$ cat src/rtl/sha256_seq_pkg.sv
// Shared constants, FSM state type and address helper for the SHA-256 block sequencer.
// Optional block counter is enabled by defining SHA256_SEQ_BLKCNT_EN.
package sha256_seq_pkg;

  localparam logic [4:0]  MSG_BASE  = 5'd0;
  localparam logic [4:0]  DIG_BASE  = 5'd16;
  localparam logic [4:0]  CTRL_ADDR = 5'd24;
  localparam int unsigned MSG_WORDS = 16;
  localparam int unsigned DIG_WORDS = 8;

  typedef enum logic [2:0] {
    IDLE,
    LOAD,
    START,
    WAIT,
    READ,
    EMIT
  } seq_state_t;

  // Message word k lands in the wrapper's reversed register order (W0 -> reg 15).
  function automatic logic [4:0] msg_addr(input logic [3:0] k);
    return MSG_BASE + 5'(MSG_WORDS - 1) - {1'b0, k};
  endfunction

endpackage

$ cat src/rtl/sha256_seq_digest_buf.sv
// 8x32 digest capture buffer: indexed writes from the read pipeline,
// sequential read pointer with a last-slot flag for the output stream.
module sha256_seq_digest_buf (
  input  logic        i_clk,
  input  logic        i_rst_n,
  input  logic        i_wr_en,
  input  logic [2:0]  i_wr_idx,
  input  logic [31:0] i_wr_data,
  input  logic        i_rd_adv,
  output logic [31:0] o_rd_data,
  output logic        o_rd_last
);
  import sha256_seq_pkg::*;

  logic [31:0] r_mem [DIG_WORDS];
  logic [2:0]  r_rd_ptr;

  always_ff @(posedge i_clk or negedge i_rst_n) begin
    if (!i_rst_n) begin
      for (int unsigned i = 0; i < DIG_WORDS; i++) r_mem[i] <= '0;
      r_rd_ptr <= '0;
    end else begin
      if (i_wr_en) r_mem[i_wr_idx] <= i_wr_data;
      // Pointer wraps to slot 0 after the last word, ready for the next job.
      if (i_rd_adv) r_rd_ptr <= r_rd_ptr + 3'd1;
    end
  end

  assign o_rd_data = r_mem[r_rd_ptr];
  assign o_rd_last = (r_rd_ptr == 3'(DIG_WORDS - 1));

endmodule

$ cat src/rtl/sha256_block_sequencer.sv
// Streams one 512-bit block into the SHA-256 wrapper, starts it, waits, reads the digest back
// and streams it out. Define SHA256_SEQ_BLKCNT_EN to add the oBlockCount completed-job counter.
module sha256_block_sequencer #(
  parameter int unsigned WAIT_CYCLES  = 70,
  parameter int unsigned READ_LATENCY = 1,
  parameter logic [31:0] START_CMD    = 32'd1
) (
  input  logic        iClk,
  input  logic        iReset_n,
  input  logic        iMsgValid,
  output logic        oMsgReady,
  input  logic [31:0] iMsgData,
  output logic        oDigValid,
  input  logic        iDigReady,
  output logic [31:0] oDigData,
  output logic        oDigLast,
  output logic        oBusy,
`ifdef SHA256_SEQ_BLKCNT_EN
  output logic [31:0] oBlockCount,
`endif
  output logic        oCoreChipSelect_n,
  output logic        oCoreWrite_n,
  output logic        oCoreRead_n,
  output logic [4:0]  oCoreAddress,
  output logic [31:0] oCoreData,
  input  logic [31:0] iCoreData
);
  import sha256_seq_pkg::*;

  localparam int unsigned WAIT_W = $clog2(WAIT_CYCLES + 1);

  seq_state_t r_state, w_state_nxt;

  logic [3:0]        r_word_cnt, w_word_cnt_nxt;
  logic [WAIT_W-1:0] r_wait_cnt, w_wait_cnt_nxt;
  logic [2:0]        r_rd_cnt, w_rd_cnt_nxt;
  logic              r_rd_done, w_rd_done_nxt;
  logic              r_msg_ready, w_msg_ready_nxt;

  logic              r_cs_n, w_cs_n_nxt;
  logic              r_wr_n, w_wr_n_nxt;
  logic              r_rd_n, w_rd_n_nxt;
  logic [4:0]        r_addr, w_addr_nxt;
  logic [31:0]       r_data, w_data_nxt;

  // Stage 0 lines up with the read strobe; stage READ_LATENCY with valid iCoreData.
  logic [READ_LATENCY:0] r_pipe_vld;
  logic [2:0]            r_pipe_idx [READ_LATENCY+1];
  logic                  w_issue;

  logic        w_msg_acc;
  logic        w_dig_acc;
  logic        w_cap_en;
  logic [2:0]  w_cap_idx;
  logic [31:0] w_buf_data;
  logic        w_buf_last;

  assign w_msg_acc = iMsgValid & r_msg_ready;
  assign w_dig_acc = oDigValid & iDigReady;
  assign w_cap_en  = r_pipe_vld[READ_LATENCY];
  assign w_cap_idx = r_pipe_idx[READ_LATENCY];

  always_ff @(posedge iClk or negedge iReset_n) begin
    if (!iReset_n) r_state <= IDLE;
    else           r_state <= w_state_nxt;
  end

  always_comb begin
    w_state_nxt    = r_state;
    w_word_cnt_nxt = r_word_cnt;
    w_wait_cnt_nxt = r_wait_cnt;
    w_rd_cnt_nxt   = r_rd_cnt;
    w_rd_done_nxt  = r_rd_done;
    w_cs_n_nxt     = 1'b1;
    w_wr_n_nxt     = 1'b1;
    w_rd_n_nxt     = 1'b1;
    w_addr_nxt     = r_addr;
    w_data_nxt     = r_data;
    w_issue        = 1'b0;

    case (r_state)
      IDLE, LOAD: begin
        if (w_msg_acc) begin
          w_cs_n_nxt = 1'b0;
          w_wr_n_nxt = 1'b0;
          w_addr_nxt = msg_addr(r_word_cnt);
          w_data_nxt = iMsgData;
          if (r_word_cnt == 4'(MSG_WORDS - 1)) begin
            w_word_cnt_nxt = '0;
            w_state_nxt    = START;
          end else begin
            w_word_cnt_nxt = r_word_cnt + 4'd1;
            w_state_nxt    = LOAD;
          end
        end
      end
      START: begin
        w_cs_n_nxt     = 1'b0;
        w_wr_n_nxt     = 1'b0;
        w_addr_nxt     = CTRL_ADDR;
        w_data_nxt     = START_CMD;
        w_wait_cnt_nxt = '0;
        w_state_nxt    = WAIT;
      end
      WAIT: begin
        // WAIT is entered in the start-write cycle, so leaving after WAIT_CYCLES states
        // puts the first registered read strobe WAIT_CYCLES+1 cycles after that write.
        if (r_wait_cnt == WAIT_W'(WAIT_CYCLES - 1)) begin
          w_rd_cnt_nxt  = '0;
          w_rd_done_nxt = 1'b0;
          w_state_nxt   = READ;
        end else begin
          w_wait_cnt_nxt = r_wait_cnt + WAIT_W'(1);
        end
      end
      READ: begin
        if (!r_rd_done) begin
          w_cs_n_nxt   = 1'b0;
          w_rd_n_nxt   = 1'b0;
          w_addr_nxt   = DIG_BASE + {2'b00, r_rd_cnt};
          w_issue      = 1'b1;
          w_rd_cnt_nxt = r_rd_cnt + 3'd1;
          if (r_rd_cnt == 3'(DIG_WORDS - 1)) w_rd_done_nxt = 1'b1;
        end
        if (w_cap_en && (w_cap_idx == 3'(DIG_WORDS - 1))) w_state_nxt = EMIT;
      end
      EMIT: begin
        if (w_dig_acc && w_buf_last) w_state_nxt = IDLE;
      end
      default: w_state_nxt = IDLE;
    endcase

    w_msg_ready_nxt = (w_state_nxt == IDLE) || (w_state_nxt == LOAD);
  end

  always_ff @(posedge iClk or negedge iReset_n) begin
    if (!iReset_n) begin
      r_word_cnt  <= '0;
      r_wait_cnt  <= '0;
      r_rd_cnt    <= '0;
      r_rd_done   <= 1'b0;
      r_msg_ready <= 1'b0;
      r_cs_n      <= 1'b1;
      r_wr_n      <= 1'b1;
      r_rd_n      <= 1'b1;
      r_addr      <= '0;
      r_data      <= '0;
      r_pipe_vld  <= '0;
      for (int unsigned i = 0; i <= READ_LATENCY; i++) r_pipe_idx[i] <= '0;
    end else begin
      r_word_cnt    <= w_word_cnt_nxt;
      r_wait_cnt    <= w_wait_cnt_nxt;
      r_rd_cnt      <= w_rd_cnt_nxt;
      r_rd_done     <= w_rd_done_nxt;
      r_msg_ready   <= w_msg_ready_nxt;
      r_cs_n        <= w_cs_n_nxt;
      r_wr_n        <= w_wr_n_nxt;
      r_rd_n        <= w_rd_n_nxt;
      r_addr        <= w_addr_nxt;
      r_data        <= w_data_nxt;
      r_pipe_vld[0] <= w_issue;
      r_pipe_idx[0] <= r_rd_cnt;
      for (int unsigned i = 1; i <= READ_LATENCY; i++) begin
        r_pipe_vld[i] <= r_pipe_vld[i-1];
        r_pipe_idx[i] <= r_pipe_idx[i-1];
      end
    end
  end

  sha256_seq_digest_buf u_digest_buf (
    .i_clk     (iClk),
    .i_rst_n   (iReset_n),
    .i_wr_en   (w_cap_en),
    .i_wr_idx  (w_cap_idx),
    .i_wr_data (iCoreData),
    .i_rd_adv  (w_dig_acc),
    .o_rd_data (w_buf_data),
    .o_rd_last (w_buf_last)
  );

`ifdef SHA256_SEQ_BLKCNT_EN
  logic [31:0] r_blk_cnt;

  always_ff @(posedge iClk or negedge iReset_n) begin
    if (!iReset_n)                 r_blk_cnt <= '0;
    else if (w_dig_acc && w_buf_last) r_blk_cnt <= r_blk_cnt + 32'd1;
  end

  assign oBlockCount = r_blk_cnt;
`endif

  assign oMsgReady         = r_msg_ready;
  assign oBusy             = (r_state != IDLE);
  assign oDigValid         = (r_state == EMIT);
  assign oDigData          = oDigValid ? w_buf_data : '0;
  assign oDigLast          = oDigValid & w_buf_last;
  assign oCoreChipSelect_n = r_cs_n;
  assign oCoreWrite_n      = r_wr_n;
  assign oCoreRead_n       = r_rd_n;
  assign oCoreAddress      = r_addr;
  assign oCoreData         = r_data;

endmodule

$ cat config.mk
export PLATFORM = sky130hd
export DESIGN_NAME = sha256_block_sequencer
export DESIGN_NICKNAME = d
export VERILOG_FILES = /design/src/rtl/sha256_seq_pkg.sv /design/src/rtl/sha256_seq_digest_buf.sv /design/src/rtl/sha256_block_sequencer.sv
export SDC_FILE = /design/constraint.sdc
export NUM_CORES = 1
export LEC_CHECK = 0
export BUFFER_PORTS_ARGS = -buffer_cell sky130_fd_sc_hd__buf_4
export CORE_MARGIN = 1
export CORE_UTILIZATION = 25
export DETAILED_ROUTE_END_ITERATION = 8
export PLACE_DENSITY = 0.41
export REMOVE_ABC_BUFFERS = 1
export SETUP_SLACK_MARGIN = 0.05
export SLEW_MARGIN = 20
export SYNTH_ARGS = -nofsm -noshare
export SYNTH_HDL_FRONTEND = slang
export SYNTH_SLANG_ARGS = --single-unit
$ cat constraint.sdc
create_clock -name iClk -period 2.4 [get_ports iClk]
set_clock_uncertainty 0.2 [all_clocks]
set_input_delay 0.12 -clock iClk [delete_from_list [all_inputs] [get_ports iClk]]
set_output_delay 0.12 -clock iClk [all_outputs]
set_load 0.01 [all_outputs]
==> summary.txt, run 1 <==
STA
  – Relative slew slack: 63.5%
  – Slew Limit Fails: 0
  – Unrepaired setup endpoints after global routing: true
  – Final setup vio count: 32
  – Final Hold Vio Count: 0
  – Final period util: 107%
  – Pin slew with the least headroom to its limit: 543 ps
  – Fmax: 390 MHz
  – Setup ws final: -167 ps
  – Final min period: 2570 ps

Flow run
  – Max-cap violations: 0

Power
  – Pwr Density: 1260 nW/um^2
  – VDD IR max: 0.499 mV
  – Gate power share: 34.8%
  – Seq pwr share: 38.4%
  – Switching share of power: 29.1%
  – Static Leakage: 0.00824 uW
  – Overall Power: 24000 uW
  – Internal power: 17000 uW
  – Net Sw Power: 6980 uW
  – Clk pwr share: 26.8%

Drt
  – # DRC: 0
  – Post-Route WL: 38400 um
  – Vias/cell: 4.47
  – Avg WL per Cell: 19.7 um
  – Iter 0 DRT Violations: 327
  – Initial DRT Pass Iterations: 4
  – Vias post-DR: 8699
  – Antenna-violating nets left: 0

Clock tree
  – Root buffer cell: clkbuf_16
  – Skew-Pair Late Insertion Delay: 550 ps
  – # H-tree levels: 2
  – Clock sink total: 326
  – CTS tree: built
  – Clock Path Buffers: 3
  – Clock slew at reported path FFs: 60 ps
  – Total CTS buffers: 41

Die
  – Die ar.: 58000 sq um
  – Rows: 87
  – Die Y: 241 um
  – Chip width: 241 um
  – Initial Util: 25.3%
  – CORE AREA: 56400 sq um
  – I/O pin cnt: 144

Global route
  – GRT overflow: 0
  – First-pass GRT wire length: 59700 um
  – Largest net degree at the start of global routing: 55
  – Gr usage total: 13.7%
  – Antenna violations before repair: 3
  – Vias in the first global route: 9549

Yosys
  – Multiplexer share of the synthesized area: 30.7%
  – Register area share after synthesis: 57.2%
  – Top_reg_cell synth: dfrtp_1
  – YS warnings: 0
  – Post-Synth XOR/XNOR Area: 0.123%
  – Simple-gate share of the synthesized area: 3.04%
  – Compound-Gate Fraction of Synth Area: 5.75%
  – Distinct cells, synth: 54
  – Synthesized flop and latch total: 326
  – Synth Area in Adders: 0.614%
  – Synth Instances: 903
  – Syn avg cell area: 15.8 sq um
  – Mapped cell area: 14300 sq um
  – Post-synthesis async set-or-reset flop share: 100%
  – Largest family of logic cells by synthesized area: multiplexers
  – Post-synth EDFFs: 0

Final layout
  – Final net count: 1229
  – Layout area overhead: 33.8%
  – Multi-input gate area: 5810 sq um
  – Layout cells sized above 1: 52.0%
  – Most frequent cells in the layout: dfrtp_1 (320), mux2_2 (257), buf_4 (143), dlygate4sd3_1 (68), mux4_2 (64)
  – Final non-filler cell area: 19100 sq um
  – Register Area: 8170 sq um
  – Commonest non-fill, non-tap cell in the layout: dfrtp_1
  – Fillers: 5625

Worst setup path
  – Startpoint types: flip-flop
  – Critical path type: flip-flop to output pin
  – R2r worst-path depth: 5
  – Critical Path RT: 2080 ps
  – Critical Path Sink: oDigData[14]
  – Crit Reg-Reg Startpoint: r_state[0]$_DFF_PN0_
  – Reg2Reg Capture Point: r_state[0]$_DFF_PN0_
  – Reg2reg setup slack: 110 ps
  – Crit end category: output pin
  – Critical Path Fanout Max: 8
  – Setup crit start: u_digest_buf.r_rd_ptr[0]$_DFFE_PN0P_
  – Crit path arrival time: 2250 ps

Placed design
  – Setup WS pre-CTS: 155 ps
  – IO buf count: 143
  – Final HPWL DP: 22900 um
  – Routability cong.: 0.674
  – Dpl cell area: 16600 sq um

Run status
  – Status: finished, violations left
  – Failing checks: negative setup slack

Min path
  – Hold WC Path Type: input port to async pin
## power groups by stage
stage	sequential [uW]	clock, uW	combinational, uW
2_1_floorplan	9360	0	4670
3_3_place_gp	9330	0	7500
3_5_place_dp	9350	0	7620
4_1_cts	9210	6680	8430
6_report	9220	6430	8360
5_1_grt	9540	6890	9130
## synthesized netlist by cell type (all sizes together), types with 2 or more instances
library cell	instances	share of area, %
a21oi	5	0.18
a222oi	2	0.14
a22o	63	3.9
and2	2	0.088
and3	2	0.088
buf	46	1.8
clkbuf	18	0.47
dfrtp	323	57
dfstp	3	0.55
ha	7	0.61
inv	9	0.24
mux2	259	20
mux2i	2	0.14
mux4	64	10
nand2	22	0.58
nand2b	6	0.26
nand3	6	0.30
nand4	3	0.13
nand4b	3	0.18
nand4bb	2	0.16
nor2	4	0.11
nor3	6	0.32
nor3b	4	0.28
o211ai	5	0.26
o21ai	6	0.21
o21bai	3	0.16
o22ai	2	0.088
o31a	2	0.12
o31ai	6	0.32
xnor2	2	0.12
## stage by stage
step                cells  setup TNS [ps]  utilization, %  hold slack (ps)
detailed placement   1787               0            29.4             -100
floorplan             839          -87960               -             -376
CTS                  1940           -5620            33.7             72.2
finish               1947           -3380            33.8             85.1
global route         1946           -6610            33.8             88.4
global placement     1787               0            29.4             -107
## routing by layer
metal / wire (um) / global-route usage (%)
met5: 0 / 0
met4: 753 / 3.57
met3: 1750 / 3.39
met2: 18200 / 22.3
met1: 17700 / 18.2
## what timing repair did
action,in CTS,in global routing
hold buffers,69,0
endpoints found under the hold margin,629,0
buffers inserted,6,3
gates cloned,2,0
resized for setup,49,9
pin swaps,21,4
endpoints found under the setup margin,33,32
## worst min-delay path by stage
stage                                                     to  slack [ps]  depth (start not counted)
after floorplan                  oCoreAddress[0]$_DFFE_PN0P_        -380                          0
after global routing      u_digest_buf.r_mem[61]$_DFFE_PN0P_          90                          3
after CTS                           oCoreData[6]$_DFFE_PN0P_          70                          3
after global placement    u_digest_buf.r_mem[87]$_DFFE_PN0P_        -110                          1
final                     u_digest_buf.r_mem[61]$_DFFE_PN0P_          90                          3
after detailed placement  u_digest_buf.r_mem[87]$_DFFE_PN0P_        -100                          1
## flip-flops by register name, summed over array words and instances (netlist names), 2 cells and up
name / flops
r_pipe_idx: 3
u_digest_buf.r_mem: 256
oCoreAddress: 5
u_digest_buf.r_rd_ptr: 3
r_wait_cnt: 7
r_rd_cnt: 3
oCoreData: 32
r_word_cnt: 4
r_state: 3
w_cap_idx: 3
r_pipe_vld: 2
## cells by family (layout without fill, tap and decap cells)
kind of cell               count (synthesis)  in the layout
DFF                                      326            326
muxes                                    325            325
AOI/OAI and AO/OA                        101            101
buffers and inverters                     73            357
and+or+nand+nor                           69             69
adders and majority gates                  7              7
xor gates and xnor gates                   2              2
other                                      0              4
## final cells by class
class	count	area share (%)
Tap cell	756	4.96
Antenna cell	4	0.0525
Timing Repair Buffer	272	14.1
Clock buffer	60	6.40
Multi-Input combinational cell	504	30.4
Inverter	9	0.177
Clock inverter	16	1.02
Sequential cell	326	42.8
## worst max-delay path, cell delays in order, from the launching register on
cell and delay, ps:
dfrtp_4 460, buf_12 160, buf_16 160, mux4_2 510
a22o_4 280, buf_6 120
No activity file was read; power rests on OpenSTA's default activity.
==> run 2: changes to the inputs <==
Settings changed: GPL_TIMING_DRIVEN set to 0, SLEW_MARGIN 20 to 15.
==> run 2 against run 1 <==
The run still ends with negative setup slack left; first-iteration DRC count is 2.1% lower; sequential cell count stayed put; worst hold slack worse by 37 ps; global-route usage is 0.15 points higher; wire length is 1.1% higher; via count is 0.89% higher; sequential power hardly changed; final area is 1.0% higher; register-to-register slack better by 20 ps.
==> summary.txt, run 2 (synthesized netlist as in run 1, its figures left out) <==
Final layout
  – Max reg flops: 256
  – Register Area: 8170 sq um
  – Final net count: 1240
  – Multi-input gate area: 5830 sq um
  – Layout area overhead: 35.1%
  – Most frequent cells in the layout: dfrtp_1 (318), mux2_2 (257), buf_4 (130), dlygate4sd3_1 (68), mux4_2 (64)
  – Commonest non-fill, non-tap cell in the layout: dfrtp_1
  – Layout cells sized above 1: 52.6%
  – Fillers: 5522
  – Reg with most FFs: u_digest_buf.r_mem
  – Ant. Diodes: 0

Drt
  – Initial DRT Pass Iterations: 4
  – Vias/cell: 4.50
  – Avg WL per Cell: 19.9 um
  – Antenna-violating nets left: 0
  – # DRC: 0
  – Post-Route WL: 38800 um
  – Vias post-DR: 8776
  – Iter 0 DRT Violations: 320

Power
  – Switching share of power: 29.5%
  – Internal power: 16700 uW
  – Static Leakage: 0.00830 uW
  – VDD IR max: 0.595 mV
  – Net Sw Power: 7020 uW
  – Pwr Density: 1230 nW/um^2
  – Gate power share: 36.1%
  – Seq pwr share: 38.8%
  – Clk pwr share: 25.1%

Die
  – Initial Util: 25.3%
  – Chip width: 241 um
  – Die Y: 241 um
  – Die ar.: 58000 sq um
  – CORE AREA: 56400 sq um
  – Rows: 87
  – I/O pin cnt: 144

Worst setup path
  – Slowest cell on crit path: mux4_2
  – Crit path arrival time: 2280 ps
  – Crit end category: output pin
  – Largest stage delay on the critical path: 500 ps
  – Reg2reg setup slack: 130 ps
  – Startpoint types: flip-flop
  – Crit Reg-Reg Startpoint: u_digest_buf.r_rd_ptr[1]$_DFFE_PN0P_
  – Critical path type: flip-flop to output pin
  – Reg2Reg Capture Point: r_state[0]$_DFF_PN0_
  – Critical Path Fanout Max: 8
  – CP cell instances: buf_16 -> buf_16 -> mux4_2 -> a22o_1 -> buf_6
  – Critical Path RT: 2080 ps
  – Worst path most repeated cell: buf_16
  – R2r worst-path depth: 9

Global route
  – Vias in the first global route: 9405
  – M1 GR Usage: 19.5%
  – GRT overflow: 0
  – Global-route met3 utilization: 2.55%
  – Gr usage total: 13.9%
  – Largest net degree at the start of global routing: 96
  – Grt peak-use layer: met2
  – Antenna violations before repair: 1
  – First-pass GRT wire length: 60000 um
  – Met2 Use GR: 21.7%

STA
  – WHS: 47.8 ps
  – Pin slew with the least headroom to its limit: 621 ps
  – Final setup vio count: 32
  – Final Hold Vio Count: 0
  – Setup ws final: -204 ps
  – Final period util: 108%
  – Unrepaired setup endpoints after global routing: true
  – Slew Limit Fails: 0
  – Fmax: 384 MHz
  – Final min period: 2600 ps
  – Relative slew slack: 58.6%

Flow run
  – Max-cap violations: 0

Run status
  – Failing checks: negative setup slack
  – Status: finished, violations left

Clock tree
  – Skew-Pair Late Insertion Delay: 550 ps
  – CTS tree: built
  – # H-tree levels: 2
  – Clock slew at reported path FFs: 60 ps
  – Clock Path Buffers: 3
  – Total CTS buffers: 41
  – Clock sink total: 326
  – Root buffer cell: clkbuf_16

Placed design
  – Final HPWL DP: 23600 um
  – IO buf count: 143
  – Routability cong.: 0.675
  – Setup WS pre-CTS: -341 ps

Min path
  – Hold path depth: 3
  – Hold WC Path Type: input port to flip-flop
  – Hold path start: iMsgValid
  – Hold Crit Endpoint: r_state[1]$_DFF_PN0_
run 2: cell count changes in the layout (fill, tap and decap cells not counted), moves of 3 or more:
cell	previous run	this run
diode_2	4	0
buf_16	5	13
buf_6	34	47
buf_12	18	9
buf_4	143	130
bufinv_16	4	1
buf_8	4	15
run 2: how the worst max path moves through the flow:
stage                        end                                 start  slack [ps]  depth (start not counted)
floorplan            oDigData[0]  u_digest_buf.r_rd_ptr[0]$_DFFE_PN0P_       -1450                          2
global placement    oDigData[21]  u_digest_buf.r_rd_ptr[0]$_DFFE_PN0P_       -3160                          3
detailed placement  oDigData[21]                  r_state[0]$_DFF_PN0_        -340                          6
CTS                  oDigData[7]  u_digest_buf.r_rd_ptr[0]$_DFFE_PN0P_        -300                          6
global route         oDigData[6]  u_digest_buf.r_rd_ptr[0]$_DFFE_PN0P_        -280                          5
finish               oDigData[6]  u_digest_buf.r_rd_ptr[0]$_DFFE_PN0P_        -200                          5
run 2: cell type report:
type | instances | share of cell area (%)
repair buffers | 283 | 15.5
clock inverters | 14 | 0.643
flip-flops and latches | 326 | 42.4
well taps | 756 | 4.91
clock buffers | 58 | 6.12
inverters | 9 | 0.195
multi-input cells | 504 | 30.2
run 2: worst max-delay path, delay by kind of cell, from the launching register on:
family	cells	cell delay, ps
multiplexers	1	500
buffers and inverters	3	470
flip-flops	1	450
AO/OA/AOI/OAI	1	290
run 2: stage by stage:
stage	instances	cell area [sq um]	utilization, %	power [uW]	setup TNS (ps)
global placement	1738	16000	28.3	15900	-1403200
finish	1950	19300	34.2	23800	-4520
detailed placement	1777	16700	29.5	16900	-8280
floorplan	839	13900	-	14000	-87960
CTS	1948	19300	34.3	24500	-8490
global route	1950	19300	34.2	25300	-7070
run 2: layer usage:
metal	vias up	part of all wire, %
li1	3954	-
met1	4592	47
met2	181	47
met3	47	4.7
met4	2	1.9
met5	-	0.033
run 2: power groups by stage:
stage,registers (uW),clock network [uW],logic [uW]
CTS,9200,6200,9070
floorplan,9360,0,4670
detailed placement,9390,0,7470
global placement,9670,0,6250
global route,9550,6410,9360
finish,9220,5950,8590
run 2: what timing repair did:
item / 4_1_cts / 5_1_grt
setup endpoints to repair: 58 / 53
pin swaps: 29 / 12
hold endpoints to repair: 617 / 0
resized for setup: 51 / 5
setup buffers: 24 / 7
gates cloned: 7 / 0
hold buffers: 68 / 0
==> run 3: changes to the inputs <==
Settings changed: SYNTH_HIERARCHICAL set to 1.
==> run 3 against run 2 <==
Global-route usage decreased by 0.31 points; sequential share of layout area fell by 0.93 points; highest routed layer is now met4; die area rose by 3.5%; synthesized area is 3.5% higher; worst hold slack improved by 85 ps; synthesized cell count is 3.4% higher; the run still ends with negative setup slack left; largest power group is now clock; sequential power decreased by 39%.
==> summary.txt, run 3 <==
Run status
  – Status: finished, violations left
  – Failing checks: negative setup slack

Worst setup path
  – Crit path arrival time: 2480 ps
  – Critical Path Fanout Max: 9
  – Crit Reg-Reg Startpoint: w_cap_idx[1]$_DFF_PN0_
  – R2r worst-path depth: 4
  – Startpoint types: flip-flop
  – Reg2Reg Capture Point: u_digest_buf/r_mem[231]$_DFFE_PN0P_
  – Reg2reg setup slack: 170 ps
  – Critical Path RT: 2080 ps
  – Critical path type: flip-flop to output pin
  – Crit end category: output pin

Placed design
  – Routability cong.: 0.690
  – IO buf count: 143
  – Final HPWL DP: 24300 um

Global route
  – Vias in the first global route: 9794
  – GRT overflow: 0
  – First-pass GRT wire length: 62000 um
  – Gr usage total: 13.6%
  – Largest net degree at the start of global routing: 94
  – Antenna violations before repair: 1

Die
  – Rows: 88
  – CORE AREA: 58000 sq um
  – I/O pin cnt: 144
  – Die Y: 245 um
  – Chip width: 245 um
  – Initial Util: 25.4%
  – Die ar.: 60000 sq um

Yosys
  – Synthesized flop and latch total: 326
  – Distinct cells, synth: 62
  – Register area share after synthesis: 55.3%
  – YS warnings: 6
  – Synth Instances: 934
  – List of most frequent post-synthesis cells: dfrtp_1 (323), mux2_1 (256), mux4_2 (36), and2_1 (34), mux2_2 (34)
  – Top-area cell type share of the netlist area: 54.8%
  – Synth area leaders: dfrtp_1 (55%), mux2_1 (20%), mux4_2 (5.5%)
  – Syn avg cell area: 15.8 sq um
  – Post-synthesis async set-or-reset flop share: 100%
  – Leading area contributor after synthesis: dfrtp_1
  – Top-count cell post-synth: dfrtp_1
  – Mapped cell area: 14800 sq um
  – Post-synth EDFFs: 0
  – Top_reg_cell synth: dfrtp_1

STA
  – Final min period: 2800 ps
  – Fmax: 357 MHz
  – Final period util: 117%
  – Slew Limit Fails: 0
  – Final Hold Vio Count: 0
  – Final setup vio count: 33
  – Pin slew with the least headroom to its limit: 663 ps
  – Setup ws final: -398 ps
  – Setup TNS Final: -11180 ps
  – Relative slew slack: 55.7%
  – Unrepaired setup endpoints after global routing: true

Drt
  – # DRC: 0
  – Avg WL per Cell: 20.1 um
  – Antenna-violating nets left: 0
  – Vias post-DR: 8990
  – Initial DRT Pass Iterations: 6
  – Iter 0 DRT Violations: 444
  – Post-Route WL: 39900 um
  – Vias/cell: 4.53

Final layout
  – Multi-input gate area: 6270 sq um
  – Layout cells sized above 1: 33.3%
  – Layout area overhead: 33.5%
  – Fillers: 5686
  – Commonest non-fill, non-tap cell in the layout: dfrtp_1
  – Register Area: 8170 sq um
  – Final core utilization: 34.0%
  – Reg with most FFs: u_digest_buf/r_mem
  – Max reg flops: 256
  – Most frequent cells in the layout: dfrtp_1 (319), mux2_1 (256), buf_4 (132), dlygate4sd3_1 (68), buf_6 (50)
  – Final net count: 1262

Clock tree
  – Root buffer cell: clkbuf_16
  – CTS tree: built
  – Clock sink total: 326
  – Clock slew at reported path FFs: 60 ps
  – Clock Path Buffers: 3
  – Total CTS buffers: 40
  – Skew-Pair Late Insertion Delay: 550 ps
  – # H-tree levels: 2

Power
  – Static Leakage: 0.00902 uW
  – Pwr Density: 623 nW/um^2
  – Overall Power: 12300 uW
  – VDD IR max: 0.477 mV

Min path
  – Hold path start: iMsgData[13]
  – Hold Crit Endpoint: oCoreData[13]$_DFFE_PN0P_
  – Hold WC Path Type: input port to flip-flop
  – Hold path depth: 3

Flow run
  – Max-cap violations: 0
==> run 3: cell types whose count changed after synthesis, moves of 5 or more <==
cell,delta
a22o_1,-32
and2_1,+32
buf_2,-8
buf_4,+5
mux2_1,+254
mux2_2,-223
mux4_1,+28
mux4_2,-28
nand2_1,-7
nand2b_1,-5
o31ai_1,-5
==> run 3: cells by family (layout without fill, tap and decap cells) <==
kind of cell / after synthesis / count (layout) / synth area share, %
DFF: 326 / 326 / 55.3
adders and majority gates: 7 / 7 / 0.594
xor gates and xnor gates: 3 / 3 / 0.178
other: 0 / 1 / 0
and+or+nand+nor: 103 / 103 / 4.53
muxes: 357 / 357 / 32.8
AOI/OAI and AO/OA: 63 / 63 / 3.43
buffers and inverters: 75 / 359 / 3.14
==> run 3: cell type report <==
class | instances | area share (%)
antenna | 1 | 0.0127
clock buffer | 55 | 6.04
clock inverter | 18 | 0.826
inverter | 6 | 0.191
multi-input combinational | 533 | 31.8
sequential | 326 | 41.5
tap | 765 | 4.86
timing repair buffer | 280 | 14.8
==> run 3: timing repair <==
item	in CTS	in global routing
pin swaps	4	0
setup endpoints to repair	125	166
gates resized for setup	69	20
hold endpoints to repair	457	0
setup buffers	20	1
cloned	6	1
hold buffers	68	0
==> run 3: metal layers <==
metal	global-route usage (%)	part of all wire, %	vias up
li1	-	-	4036
met1	18.2	47	4713
met2	21.9	47	187
met3	2.80	4.2	54
met4	3.99	2.0	0
met5	0	0	-
==> run 3: how the worst max path moves through the flow <==
stage | start | end | slack (ps)
after global placement | w_cap_idx[2]$_DFF_PN0_ | u_digest_buf/r_mem[199]$_DFFE_PN0P_ | -7380
after global routing | u_digest_buf/r_rd_ptr[0]$_DFFE_PN0P_ | oDigData[8] | -480
final | u_digest_buf/r_rd_ptr[0]$_DFFE_PN0P_ | oDigData[21] | -400
after CTS | u_digest_buf/r_rd_ptr[0]$_DFFE_PN0P_ | oDigData[21] | -470
after floorplan | w_cap_idx[0]$_DFF_PN0_ | u_digest_buf/r_mem[192]$_DFFE_PN0P_ | -2110
after detailed placement | u_digest_buf/r_rd_ptr[0]$_DFFE_PN0P_ | oDigData[13] | -420
==> run 3: metrics by stage <==
| stage | setup WS, ps | hold WS, ps | cells | instance area [sq um] |
|---|---|---|---|---|
| final | -398 | 132 | 1984 | 19700 |
| after global routing | -478 | 120 | 1983 | 19700 |
| after CTS | -472 | 84.9 | 1981 | 19600 |
| after detailed placement | -415 | -41.2 | 1814 | 17000 |
| after global placement | -7380 | 132 | 1773 | 16400 |
| after floorplan | -2110 | -376 | 865 | 14300 |
==> run 3: critical path: stages, from the launching register on <==
cell,delay (ps)
dfrtp_4,420
buf_12,170
buf_16,150
mux4_1,570
mux2_2,310
and2_1,150
buf_4,150
==> run 3: report_power, final <==
part	switching [uW]	internal (uW)
combinational	226	226
clock	2480	3690
sequential	52.3	5610
total	2760	9530
